**src/rtl/lane_combine_fifo.sv**
```systemverilog
// lane_combine_fifo: combines adjacent lane pairs of a packed input beat
// (AND/OR/XOR/XNOR, chosen per beat) and buffers the results in a FIFO.
// Ports: clk, rst (sync, active-high)
//   in_valid/in_ready/in_data/in_mode : input beat handshake + operation
//   out_valid/out_ready/out_data      : FIFO head handshake
//   out_level : FIFO occupancy, beat_cnt : accepted beats (wraps)
// Option: `define LANE_COMBINE_PARITY_EN adds out_parity (XOR of out_data).
module lane_combine_fifo #(
  parameter int LW     = 4,
  parameter int NLANES = 3,
  parameter int DEPTH  = 2,
  parameter int CW     = 16
) (
  input  logic                         clk,
  input  logic                         rst,
  input  logic                         in_valid,
  output logic                         in_ready,
  input  logic [NLANES*LW-1:0]         in_data,
  input  logic [1:0]                   in_mode,
  output logic                         out_valid,
  input  logic                         out_ready,
  output logic [(NLANES-1)*LW-1:0]     out_data,
  output logic [$clog2(DEPTH+1)-1:0]   out_level,
  output logic [CW-1:0]                beat_cnt
`ifdef LANE_COMBINE_PARITY_EN
  ,
  output logic                         out_parity
`endif
);

  localparam int OW  = (NLANES-1)*LW;
  localparam int LVW = $clog2(DEPTH+1);
  localparam int PW  = (DEPTH > 1) ? $clog2(DEPTH) : 1;

  logic [OW-1:0]  r_mem [DEPTH];
  logic [PW-1:0]  r_head;
  logic [PW-1:0]  r_tail;
  logic [LVW-1:0] r_level;
  logic [CW-1:0]  r_cnt;

  logic [OW-1:0]  w_res;
  logic           w_full;
  logic           w_push;
  logic           w_pop;

  // wrap explicitly so non-power-of-2 depths work
  function automatic logic [PW-1:0] nxt(input logic [PW-1:0] p);
    return (p == PW'(DEPTH-1)) ? '0 : p + 1'b1;
  endfunction

  always_comb begin
    w_res = '0;
    for (int k = 0; k < NLANES-1; k++) begin
      unique case (in_mode)
        2'b00: w_res[k*LW +: LW] =
          in_data[k*LW +: LW] & in_data[(k+1)*LW +: LW];
        2'b01: w_res[k*LW +: LW] =
          in_data[k*LW +: LW] | in_data[(k+1)*LW +: LW];
        2'b10: w_res[k*LW +: LW] =
          in_data[k*LW +: LW] ^ in_data[(k+1)*LW +: LW];
        2'b11: w_res[k*LW +: LW] =
          ~(in_data[k*LW +: LW] ^ in_data[(k+1)*LW +: LW]);
        default: w_res[k*LW +: LW] = '0;
      endcase
    end
  end

  assign w_full    = (r_level == LVW'(DEPTH));
  assign out_valid = (r_level != '0);
  assign w_pop     = out_valid & out_ready;
  // a pop frees the slot in the same cycle, so a full FIFO can still accept
  assign in_ready  = ~rst & (~w_full | w_pop);
  assign w_push    = in_valid & in_ready;
  assign out_data  = r_mem[r_head];
  assign out_level = r_level;
  assign beat_cnt  = r_cnt;

  always_ff @(posedge clk) begin
    if (rst) begin
      r_head  <= '0;
      r_tail  <= '0;
      r_level <= '0;
      r_cnt   <= '0;
      for (int i = 0; i < DEPTH; i++) r_mem[i] <= '0;
    end else begin
      if (w_push) begin
        r_mem[r_tail] <= w_res;
        r_tail        <= nxt(r_tail);
        r_cnt         <= r_cnt + 1'b1;
      end
      if (w_pop) r_head <= nxt(r_head);
      if (w_push & ~w_pop)
        r_level <= r_level + 1'b1;
      else if (~w_push & w_pop)
        r_level <= r_level - 1'b1;
    end
  end

`ifdef LANE_COMBINE_PARITY_EN
  logic r_par [DEPTH];

  always_ff @(posedge clk) begin
    if (rst) begin
      for (int i = 0; i < DEPTH; i++) r_par[i] <= 1'b0;
    end else if (w_push) begin
      r_par[r_tail] <= ^w_res;
    end
  end

  assign out_parity = r_par[r_head];
`endif

endmodule

```
**config.mk**
```make
export PLATFORM = sky130hd
export DESIGN_NAME = lane_combine_fifo
export DESIGN_NICKNAME = d
export VERILOG_FILES = /design/src/rtl/lane_combine_fifo.sv
export SDC_FILE = /design/constraint.sdc
export NUM_CORES = 1
export LEC_CHECK = 0
export CAP_MARGIN = 20
export CORE_ASPECT_RATIO = 2
export CORE_MARGIN = 5
export CORE_UTILIZATION = 35
export CTS_BUF_LIST = sky130_fd_sc_hd__clkbuf_8
export CTS_CLUSTER_SIZE = 12
export DETAILED_ROUTE_END_ITERATION = 8
export GPL_TIMING_DRIVEN = 0
export PLACE_DENSITY = 0.68
export SYNTH_ARGS = -nofsm -noshare
export SYNTH_HDL_FRONTEND = slang
export SYNTH_SLANG_ARGS = --single-unit
export TNS_END_PERCENT = 1
```
**constraint.sdc**
```tcl
create_clock -name clk -period 3.1 [get_ports clk]
set_input_delay 0.775 -clock clk [delete_from_list [all_inputs] [get_ports clk]]
set_output_delay 0.775 -clock clk [all_outputs]
set_load 0.02 [all_outputs]
```
==> impl_metrics.json <==
{
  "cts-root-buf": "clkbuf_8",
  "grt_overflow": 0,
  "internal_power_w": 0.000929,
  "nNetsFinal": 311,
  "p_seq_frac": 0.437,
  "viasPerCell": 5.00,
  "grt_max_degree": 11,
  "max_cap_viol_count": 0,
  "synth_top_area_frac": 0.222,
  "wire_per_inst_um": 12.5,
  "dp.cells": 331,
  "synthTopCellsByArea": "edfxtp_1 22%, dfxtp_1 19%, ha_1 10%",
  "worst_slew_margin_rel": 0.684,
  "switching_share": 0.306,
  "antenna_found_initial": 0,
  "cts_max_level": 2,
  "cts_tree": "done",
  "finalWorstSetupSlack_ps": 111,
  "p_clk_frac": 0.228,
  "cts_buffer_depth": 2,
  "post_route_cells_drive_above_1_share": 0.105,
  "synth-compound-area-share": 0.0705,
  "layout_commonest_cell": "clkdlybuf4s50_1",
  "setup_viol": 0,
  "grt_usage": 0.117,
  "drc": 0,
  "crit_arrival_ps": 2210,
  "drt-pass1-iter-count": 4,
  "synthMuxAreaShare": 0.0786,
  "utilization": 0.460,
  "period_share": 0.964,
  "initial_utilization": 0.361,
  "rr_worst_depth": 4,
  "status": "finished clean",
  "path_max_fanout": 4,
  "clock_skew_ps": 7.52,
  "holdPathStages": 2,
  "power_switching_w": 0.000409,
  "port_buffers": 43,
  "leakagePower_nw": 1.12,
  "grt_pass1_wl_mm": 7.25,
  "rows": 40,
  "required_ps": 2320,
  "tightestPinTransition_ps": 474,
  "synthAdderAreaFrac": 0.104,
  "synth_top_area_cell": "edfxtp_1",
  "timing.fmax_mhz": 335,
  "antenna_left": 0,
  "vias": 1695,
  "powerDensity_nw_per_um2": 485,
  "crit_path_end_kind": "output pin",
  "fp.coreArea_um2": 6010,
  "pre_cts_slack_ps": -35.7,
  "die_h_um": 121,
  "min_period_ps": 2990,
  "synth_fp_nets": 261,
  "min_path_type": "register to register",
  "ys_seq_elements": 37,
  "stdcell_area_um2": 2760,
  "combPwrFrac": 0.334,
  "cts-buffers-inserted": 5,
  "synthSimpleGateAreaFrac": 0.194,
  "syn_inst": 225,
  "place_congestion": 0.740,
  "layout_common_cells": "43 x clkdlybuf4s50_1, 27 x nor2_1, 25 x inv_1, 21 x dfxtp_1, 18 x ha_1",
  "fin_setup_tns_ps": 0,
  "dpl_cell_area_um2": 2680,
  "insertion_delay_ps": 280,
  "synth_top_family_by_area": "simple AND/OR/NAND/NOR gates",
  "crit_type": "input port to output pin",
  "post_synth_num_cell_types": 34,
  "die-area_um2": 7960,
  "diodes": 0,
  "hold_viol": 0,
  "ir_drop_uv": 190,
  "routed_wl_mm": 4.25,
  "drt_iter0_markers": 99,
  "dieWidth_um": 65.6,
  "syn_to_final_growth_pct": 27.4,
  "clock_sinks": 37,
  "synthesis.area_um2": 2170,
  "fin_cells": 339,
  "rsz0062_at_grt": "no",
  "hpwl_mm": 3.55,
  "ys_warn_count": 0,
  "start_kind": "input port",
  "drv_slew": 0,
  "io_pins": 46,
  "syn_area_per_cell_um2": 9.63,
  "yosysSeqAreaShare": 0.416,
  "post_cts_buffers": 0,
  "grt_pass1_vias": 1638,
  "synth_xor_area_frac": 0.0728,
  "cts.clk_slew.worst_paths_ps": 60
}
[cell families after synthesis]
logic type               after synthesis
AND/OR/NAND/NOR                       76
AO/OA/AOI/OAI                         28
flip-flops                            37
multiplexers                          16
adder cells (fa/ha/maj)               18
XOR/XNOR                              18
buffers and inverters                 32
[state kept, by name (all words and copies together) (netlist names), named ones only]
signal / cells
out_level: 2
beat_cnt: 16
r_head: 1
r_tail: 1
r_mem: 16
[power groups by stage]
stage	clock network (W)	registers (W)	logic (W)
4_1_cts	0.000321	0.000585	0.000457
6_report	0.000306	0.000586	0.000447
2_1_floorplan	0	0.000606	0.000262
3_3_place_gp	0	0.000593	0.000445
5_1_grt	0.000344	0.000591	0.000494
3_5_place_dp	0	0.000595	0.000453
[cells in the mapped netlist]
| cell | number |
|---|---|
| buf_2 | 4 |
| xnor2_1 | 11 |
| nand3b_4 | 1 |
| or3b_2 | 1 |
| mux2_2 | 8 |
| nor2_1 | 27 |
| nor3b_2 | 1 |
| buf_6 | 2 |
| or2_2 | 2 |
| o31ai_1 | 5 |
| clkbuf_1 | 3 |
| nor3b_1 | 2 |
| and3_1 | 1 |
| dfxtp_1 | 21 |
| xor2_1 | 7 |
| nand3_1 | 4 |
| o21ai_0 | 13 |
| or4_1 | 5 |
| nand2_1 | 13 |
| nand2b_4 | 1 |
| buf_1 | 1 |
| nand4_1 | 3 |
| mux2i_1 | 8 |
| and4_4 | 1 |
| a21oi_1 | 10 |
| edfxtp_1 | 16 |
| and4_1 | 1 |
| nor3_1 | 1 |
| ha_1 | 18 |
| nand2b_1 | 5 |
| inv_1 | 22 |
| or3_1 | 4 |
| nand2_2 | 2 |
| and4b_1 | 1 |
[critical path, stage by stage]
cell and delay [ps]:
clkdlybuf4s50_1 460, nor3b_2 360, nor2_1 70, clkdlybuf4s50_1 550
[per-stage QoR]
stage	power, W	hold slack (ps)
5_1_grt	0.00143	528
3_3_place_gp	0.00104	459
6_report	0.00134	487
4_1_cts	0.00136	490
2_1_floorplan	0.000869	459
3_5_place_dp	0.00105	482
[per-layer routing]
layer	GRT usage	part of all wire
met5	0	0
met4	0.0481	0.013
met3	0.0324	0.063
met2	0.233	0.59
met1	0.104	0.33
[what timing repair did]
action / 4_1_cts / 5_1_grt
setup endpoints to repair: 1 / 0
resized for setup: 1 / 0
hold buffers: 0 / 0
[path summary, 6_finish.rpt]
kind / startpoint / endpoint / slack (ps)
worst min register to register: r_tail / r_tail / 490
worst max register to register: out_level[0] / r_mem[1][0] / 1030
worst max-delay path: out_ready / in_ready / 110
worst min-delay path: r_tail / r_tail / 490
[area by class of cell]
cell class	count	area (um^2)
fill	595	3250
buffer	10	57.6
multi-input combinational	156	1130
tap	63	78.8
inverter	22	82.6
clock inverter	3	11.3
clock buffer	5	68.8
sequential	37	901
timing repair buffer	43	430
(Power assumes the default switching activity.)
